===== config.mk =====
export PLATFORM = sky130hd
export DESIGN_NAME = stream_quantizer
export DESIGN_NICKNAME = d
export VERILOG_FILES = /design/src/rtl/quant_pkg.sv /design/src/rtl/quant_lane.sv /design/src/rtl/stream_quantizer.sv
export SDC_FILE = /design/constraint.sdc
export NUM_CORES = 1
export LEC_CHECK = 0
export BUFFER_PORTS_ARGS = -buffer_cell sky130_fd_sc_hd__buf_4
export CAP_MARGIN = 20
export CORE_ASPECT_RATIO = 1.75
export CORE_MARGIN = 2
export CORE_UTILIZATION = 55
export CTS_BUF_LIST = sky130_fd_sc_hd__clkbuf_16
export DETAILED_ROUTE_END_ITERATION = 8
export GPL_ROUTABILITY_DRIVEN = 0
export GPL_TIMING_DRIVEN = 0
export PLACE_DENSITY = 0.83
export SYNTH_ARGS = -nofsm -noshare
export SYNTH_HDL_FRONTEND = slang
export SYNTH_HIERARCHICAL = 1
export SYNTH_SLANG_ARGS = --single-unit

===== constraint.sdc =====
create_clock -name clk -period 2.98 [get_ports clk]
set_input_delay 0.298 -clock clk [delete_from_list [all_inputs] [get_ports clk]]
set_output_delay 0.298 -clock clk [all_outputs]
set_load 0.01 [all_outputs]

===== src/rtl/quant_pkg.sv =====
// ---------------------------------------------------------------------------
// quant_pkg
//   Shared definitions for fixed-point requantizing blocks.
//   - round_mode_e : rounding selection carried with each beat
//                    (encoding 3 is unused and behaves as truncation).
//   - quant_shift  : number of fraction bits dropped (IN_FRAC - OUT_FRAC).
//   - quant_rnd_width : width of the rounded intermediate; one bit wider
//                    than the floor value so that rounding up can never
//                    overflow before the range check.
// ---------------------------------------------------------------------------
package quant_pkg;

    typedef enum logic [1:0] {
        ROUND_TRUNC     = 2'd0,
        ROUND_HALF_UP   = 2'd1,
        ROUND_HALF_EVEN = 2'd2
    } round_mode_e;

    function automatic int quant_shift(input int in_frac, input int out_frac);
        return in_frac - out_frac;
    endfunction

    function automatic int quant_rnd_width(input int in_w, input int shift);
        return in_w - shift + 1;
    endfunction

endpackage


===== src/rtl/quant_lane.sv =====
// ---------------------------------------------------------------------------
// quant_lane
//   Combinational requantization of one signed lane, split in two halves so
//   the caller can place a register between them:
//     round half : in_word, round_mode -> rnd_word (RND_W bits, signed)
//     range half : rnd_in, sat_en      -> out_word, out_sat
//   Ports
//     in_word    IN_W-bit signed input sample
//     round_mode rounding selection (quant_pkg::round_mode_e encoding)
//     rnd_word   rounded value, input scaled down by SHIFT
//     rnd_in     rounded value coming back from the caller's register
//     sat_en     1 = clamp out-of-range values, 0 = keep the low OUT_W bits
//     out_word   OUT_W-bit signed result
//     out_sat    rounded value did not fit in OUT_W bits
// ---------------------------------------------------------------------------
module quant_lane
    import quant_pkg::*;
#(
    parameter  int IN_W     = 16,
    parameter  int IN_FRAC  = 14,
    parameter  int OUT_W    = 8,
    parameter  int OUT_FRAC = 7,
    localparam int SHIFT    = quant_shift(IN_FRAC, OUT_FRAC),
    localparam int RND_W    = quant_rnd_width(IN_W, SHIFT)
) (
    input  logic [IN_W-1:0]  in_word,
    input  logic [1:0]       round_mode,
    output logic [RND_W-1:0] rnd_word,
    input  logic [RND_W-1:0] rnd_in,
    input  logic             sat_en,
    output logic [OUT_W-1:0] out_word,
    output logic             out_sat
);

    if (SHIFT < 1) begin : g_bad_shift
        $error("quant_lane: IN_FRAC must exceed OUT_FRAC by at least one bit");
    end

    // ---------------- round half ----------------
    logic [RND_W-1:0] floor_v;   // in >>> SHIFT, sign-extended by one bit
    logic             guard_bit;
    logic             sticky_bit;
    logic             inc;

    assign floor_v   = {in_word[IN_W-1], in_word[IN_W-1:SHIFT]};
    assign guard_bit = in_word[SHIFT-1];

    if (SHIFT >= 2) begin : g_sticky
        assign sticky_bit = |in_word[SHIFT-2:0];
    end else begin : g_no_sticky
        assign sticky_bit = 1'b0;
    end

    always_comb begin
        inc = 1'b0;
        case (round_mode)
            ROUND_HALF_UP:   inc = guard_bit;
            // An exact tie (no sticky bits) only rounds up from an odd value.
            ROUND_HALF_EVEN: inc = guard_bit & (sticky_bit | floor_v[0]);
            default:         inc = 1'b0;
        endcase
        rnd_word = floor_v + {{(RND_W-1){1'b0}}, inc};
    end

    // ---------------- range half ----------------
    if (RND_W > OUT_W) begin : g_range
        localparam logic [OUT_W-1:0] OUT_MAX = {1'b0, {(OUT_W-1){1'b1}}};
        localparam logic [OUT_W-1:0] OUT_MIN = {1'b1, {(OUT_W-1){1'b0}}};

        // The value fits when every bit from the output sign bit upwards
        // is a copy of the sign.
        logic [RND_W-OUT_W:0] upper;
        logic                 in_range;

        assign upper    = rnd_in[RND_W-1:OUT_W-1];
        assign in_range = (&upper) | (~|upper);

        always_comb begin
            out_sat  = ~in_range;
            out_word = rnd_in[OUT_W-1:0];
            if (!in_range && sat_en) begin
                out_word = rnd_in[RND_W-1] ? OUT_MIN : OUT_MAX;
            end
        end
    end else begin : g_extend
        // Narrow rounded value always fits: plain sign extension.
        assign out_word = OUT_W'($signed(rnd_in));
        assign out_sat  = 1'b0;
    end

endmodule


===== src/rtl/stream_quantizer.sv =====
// ---------------------------------------------------------------------------
// stream_quantizer
//   LANES-wide pipelined fixed-point requantizer with valid/ready handshake.
//   Stage 1 registers the rounded lanes, stage 2 registers the range-checked
//   result; both advance together whenever the output is empty or accepted.
//   Ports
//     clk, rst    clock (rising edge), asynchronous active-high reset
//     in_valid    input beat valid; in_ready high when the beat is taken
//     in_data     LANES packed IN_W-bit signed lanes
//     round_mode  rounding selection, travels with the beat
//     sat_en      clamp (1) or wrap (0), travels with the beat
//     out_valid   output beat valid; out_ready from downstream
//     out_data    LANES packed OUT_W-bit signed lanes
//     out_sat     per-lane out-of-range flag
//     sat_cnt     count of transferred beats with any out_sat bit, sticky
//     sat_clr     synchronous clear of sat_cnt (wins over an increment)
// ---------------------------------------------------------------------------
module stream_quantizer
    import quant_pkg::*;
#(
    parameter int IN_W     = 16,
    parameter int IN_FRAC  = 14,
    parameter int OUT_W    = 8,
    parameter int OUT_FRAC = 7,
    parameter int LANES    = 4,
    parameter int CNT_W    = 16
) (
    input  logic                   clk,
    input  logic                   rst,
    input  logic                   in_valid,
    output logic                   in_ready,
    input  logic [LANES*IN_W-1:0]  in_data,
    input  logic [1:0]             round_mode,
    input  logic                   sat_en,
    output logic                   out_valid,
    input  logic                   out_ready,
    output logic [LANES*OUT_W-1:0] out_data,
    output logic [LANES-1:0]       out_sat,
    output logic [CNT_W-1:0]       sat_cnt,
    input  logic                   sat_clr
);

    localparam int SHIFT = quant_shift(IN_FRAC, OUT_FRAC);
    localparam int RND_W = quant_rnd_width(IN_W, SHIFT);

    logic                        adv;

    logic [LANES-1:0][RND_W-1:0] lane_rnd;
    logic [LANES-1:0][OUT_W-1:0] lane_out;
    logic [LANES-1:0]            lane_sat;

    logic                        s1_valid_d,  s1_valid_q;
    logic                        s1_sat_en_d, s1_sat_en_q;
    logic [LANES-1:0][RND_W-1:0] s1_rnd_d,    s1_rnd_q;

    logic                        out_valid_d, out_valid_q;
    logic [LANES-1:0][OUT_W-1:0] out_data_d,  out_data_q;
    logic [LANES-1:0]            out_sat_d,   out_sat_q;

    logic [CNT_W-1:0]            sat_cnt_d,   sat_cnt_q;

    // Round half is fed from the input port, range half from stage 1.
    for (genvar gi = 0; gi < LANES; gi++) begin : g_lane
        quant_lane #(
            .IN_W     (IN_W),
            .IN_FRAC  (IN_FRAC),
            .OUT_W    (OUT_W),
            .OUT_FRAC (OUT_FRAC)
        ) u_lane (
            .in_word    (in_data[gi*IN_W +: IN_W]),
            .round_mode (round_mode),
            .rnd_word   (lane_rnd[gi]),
            .rnd_in     (s1_rnd_q[gi]),
            .sat_en     (s1_sat_en_q),
            .out_word   (lane_out[gi]),
            .out_sat    (lane_sat[gi])
        );
    end

    always_comb begin
        adv         = !out_valid_q || out_ready;

        s1_valid_d  = s1_valid_q;
        s1_sat_en_d = s1_sat_en_q;
        s1_rnd_d    = s1_rnd_q;
        out_valid_d = out_valid_q;
        out_data_d  = out_data_q;
        out_sat_d   = out_sat_q;
        sat_cnt_d   = sat_cnt_q;

        if (adv) begin
            s1_valid_d  = in_valid;
            out_valid_d = s1_valid_q;
            // Payload only moves with a valid beat so bubbles do not toggle it.
            if (in_valid) begin
                s1_sat_en_d = sat_en;
                s1_rnd_d    = lane_rnd;
            end
            if (s1_valid_q) begin
                out_data_d = lane_out;
                out_sat_d  = lane_sat;
            end
        end

        if (sat_clr) begin
            sat_cnt_d = '0;
        end else if (out_valid_q && out_ready && (|out_sat_q) && (sat_cnt_q != '1)) begin
            sat_cnt_d = sat_cnt_q + CNT_W'(1);
        end
    end

    always_ff @(posedge clk or posedge rst) begin
        if (rst) begin
            s1_valid_q  <= 1'b0;
            s1_sat_en_q <= 1'b0;
            s1_rnd_q    <= '0;
            out_valid_q <= 1'b0;
            out_data_q  <= '0;
            out_sat_q   <= '0;
            sat_cnt_q   <= '0;
        end else begin
            s1_valid_q  <= s1_valid_d;
            s1_sat_en_q <= s1_sat_en_d;
            s1_rnd_q    <= s1_rnd_d;
            out_valid_q <= out_valid_d;
            out_data_q  <= out_data_d;
            out_sat_q   <= out_sat_d;
            sat_cnt_q   <= sat_cnt_d;
        end
    end

    assign in_ready  = adv;
    assign out_valid = out_valid_q;
    assign out_data  = out_data_q;
    assign out_sat   = out_sat_q;
    assign sat_cnt   = sat_cnt_q;

endmodule

==> out/results.tsv <==
stage	metric	value	unit
clock_network	H-Tree Level Count	3	
grt	layer with the highest usage	met2	
clock_network	clock latency reported for the late side of the worst-skew pair	0.34	ns
outcome	outcome	finished, final reports clean	
setup_path	required time of the critical path	3.21	ns
setup_path	endpoint type of the worst setup path	flop	
detailed_routing	number of design rule violations left after detail routing	0	
placement	worst slack after detailed placement	0.4334	ns
detailed_routing	Vias	4896	
pwr	power per cell area	664.6	nW/um2
sta	Slew Viols, Final	0	
sta	Worst Setup Slack, final	0.8040	ns
floorplan	chip height	138.8	um
sta	time the worst path needs with I/O delays and setup	2.176	ns
logic_synthesis	combinational family with the most area after synthesis	simple AND/OR/NAND/NOR gates	
grt	GR Util met1	26.04	%
layout	post-route cell area	7167	um2
logic_synthesis	Cell Area, Synth	5713	um2
setup_path	critical path start-end classification	in2reg	
placement	placed insts	821	
placement	half-perimeter wire length after detailed placement	11140	um
clock_network	number of buffers created by CTS	9	
setup_path	dominant cell type by count on the critical path	sky130_fd_sc_hd__ha_1	
grt	number of antenna violations at the first check in global routing	0	
sta	setup violation total in the final timing report	0	
detailed_routing	number of violations reported at the end of detailed-routing iteration 0	260	
layout	# nets final	794	
logic_synthesis	synthesized-area fraction occupied by ao, oa, aoi and oai cells	10.73	%
pwr	Max rail drop VDD	0.3787	mV
logic_synthesis	Post-synth top flop	sky130_fd_sc_hd__dfrtp_1	
sta	clock tree skew after final layout	0.006828	ns
detailed_routing	count of TritonRoute iterations in the first routing pass	4	
logic_synthesis	fraction of synthesized area in multiplexers	16.34	%
run	number of max-cap violations	0	
detailed_routing	remaining antenna violation count after routing	0	
logic_synthesis	flip-flop and latch count after synthesis	95	
clock_network	buffers inserted during post-CTS setup optimization	0	
logic_synthesis	share of synthesized registers carrying an async set or reset	100.0	%
sta	Worst Tran Pin Value	0.9458	ns
clock_network	clock transition at the registers of the reported paths	0.06	ns
setup_path	sort of element at the start of the critical path	input port	
grt	met3 GRT Util	3.971	%
detailed_routing	final wirelength	14270	um
clock_network	number of buffers on the longest clock path	2	
setup_path	slowest stage cell on the critical path	sky130_fd_sc_hd__or4_4	
sta	final clock period utilization by the worst path	73.02	%
logic_synthesis	number of flops mapped to enable cells by yosys	0	
clock_network	hold buffer count at CTS	0	
floorplan	number of standard-cell rows in the floorplan	49	
logic_synthesis	Synth Warn #	6	
clock_network	Gates resized, CTS repair	0	
sta	Fin Hold WS	0.007932	ns
clock_network	TritonCTS sink count	95	
logic_synthesis	share of synthesized area occupied by flip-flops and latches	41.61	%
pwr	Power Total	4.763	mW
logic_synthesis	Post-Synth XOR/XNOR Area	4.293	%
floorplan	DIE WIDTH	81.04	um
grt	total gr overflow	0	
layout	number of antenna diodes	0	
grt	via count of the first global-routing pass	4992	
logic_synthesis	adder-cell area share of the yosys netlist	3.723	%
grt	global-route wire length before repair	22700	um
pwr	leakage dissipation	3.236	nW
sta	maximum clock rate	459.6	MHz
placement	cell area after placement	6840	um2
sta	worst slew margin relative to its limit	36.37	%
detailed_routing	mean routed wirelength per cell	17.07	um
grt	pin count of the biggest net entering global routing	54	
logic_synthesis	synthesized-area fraction occupied by and/or/nand/nor cells	19.91	%
grt	M2 GR Usage	49.46	%
sta	unrepaired setup endpoints after global routing	no	
placement	number of input and output port buffers inserted	125	
clock_network	Clock Tree Root	sky130_fd_sc_hd__clkbuf_16	
floorplan	core footprint	10180	um2
logic_synthesis	syn_nets	657	
floorplan	die footprint	11250	um2
detailed_routing	per-cell via count in the routed design	5.856	
layout	signed area change from the synthesized netlist to the final layout	25.45	%
logic_synthesis	Synth Area per Inst	10.06	um2
worst_hold_path	class of the most critical hold timing path	in2async	
logic_synthesis	count of distinct cell types in the synthesized netlist	42	
setup_path	crit-path max FO	4	
setup_path	CP Cell Sequence	buf_4 > or4_4 > o41ai_2 > a21oi_1 > ha_1 > ha_1 > nand4_1 > nor2_1 > xor2_1 > mux2_2	
grt	global-route usage over all layers	25.94	%
clock_network	clock tree from TritonCTS	yes	
setup_path	Crit path arrival time	2.40	ns
floorplan	num ports	126	
layout	ratio of cells with drive above 1 in the final layout	36.39	%
floorplan	effective utilization at floorplan	56.13	%
setup_path	worst stage delay on the critical path	0.52	ns
logic_synthesis	number of instances in the synthesized netlist	568	
sta	Final Hold Vio Count	0	
layout	number of standard cells in the final layout excluding fillers	836	
-- power by group --
group	total (mW)	internal [mW]	switching [mW]	leakage (nW)
clock network	1.27	0.806	0.467	0.162
logic	1.60	0.857	0.744	1.92
registers	1.89	1.64	0.254	1.15
total	4.76	3.30	1.47	3.24
-- flip-flops by register name (all words and copies together), names as in the netlist --
| signal | flops |
|---|---|
| s1_rnd_q | 40 |
| out_valid | 1 |
| out_data | 32 |
| s1_valid_q | 1 |
| sat_cnt | 16 |
| out_sat | 4 |
| s1_sat_en_q | 1 |
-- path summary, 6_finish.rpt --
path,startpoint,to,slack [ns],cells past startpoint
min in group clk,sat_en,s1_sat_en_q,0.19,2
setup / recovery,in_data[2],s1_rnd_q[8],0.80,10
max in group asynchronous,rst,s1_rnd_q[3],2.32,3
hold / removal,rst,out_data[27],0.008,2
hold reg to reg,s1_valid_q,out_valid,0.50,2
setup reg to reg,sat_cnt[8],sat_cnt[0],0.93,4
-- cells by family (layout without fill, tap and decap cells) --
logic type / after synthesis / in the layout
multiplexers: 83 / 83
AO/OA/AOI/OAI: 93 / 93
XOR/XNOR: 28 / 28
adder cells (fa/ha/maj): 17 / 17
buffers and inverters: 45 / 186
AND/OR/NAND/NOR: 207 / 207
flip-flops: 95 / 95
-- final cells by class --
class	instances	area [um2]
multi-input cells	428	3142
fillers	774	3010
flip-flops and latches	95	2377
repair buffers	126	965.9
clock buffers	9	225.2
well taps	127	158.9
plain buffers	27	126.4
clock inverters	6	101.3
inverters	18	70.07
-- metrics by stage --
step,TNS [ns],util (%)
detailed placement,0,67.21
finish,0,70.42
CTS,0,70.42
global route,0,70.42
global placement,-79.81,66.92
floorplan,0,-
-- cell usage after synthesis, types with 9 or more instances --
cell	n	area share (%)
sky130_fd_sc_hd__buf_2	16	1.4
sky130_fd_sc_hd__dfrtp_1	95	42
sky130_fd_sc_hd__nor2_1	44	2.9
sky130_fd_sc_hd__ha_1	17	3.7
sky130_fd_sc_hd__o21ai_0	9	0.79
sky130_fd_sc_hd__nand3_1	23	2.0
sky130_fd_sc_hd__nand2_1	45	3.0
sky130_fd_sc_hd__xnor2_1	20	3.1
sky130_fd_sc_hd__or2_1	24	2.6
sky130_fd_sc_hd__inv_1	18	1.2
sky130_fd_sc_hd__nand2b_1	11	1.2
sky130_fd_sc_hd__a21oi_1	40	3.5
sky130_fd_sc_hd__mux2_2	82	16
sky130_fd_sc_hd__a211oi_1	28	3.7
sky130_fd_sc_hd__and3_1	9	0.99
-- critical path, delay by kind of cell --
kind            cells  cell delay [ns]
compound gates      2             0.39
xor+xnor            1             0.15
fa+ha+maj           2             0.51
buf+inv             1             0.11
mux                 1             0.26
simple gates        3             0.68
-- routing by layer --
layer	part of all wire (%)	vias to the layer above
li1	-	2301
met2	56	163
met1	36	2395
met5	0	-
met4	3.3	0
met3	4.6	37
-- layout by cell type (no fill, tap or decap), drive strengths merged, types with 5 or more instances in the layout --
cell type	n
nand4	9
inv	19
xor2	8
a211oi	28
nor3	6
and4	6
mux2	82
nor2b	5
or4	6
ha	17
or2	28
nand3	23
xnor2	20
nand2	45
or3	6
nand2b	11
a21oi	40
nor2	44
and3	9
buf	142
dfrtp	95
clkbuf	20
o21ai	9
Power figures use the tool's default switching activity.
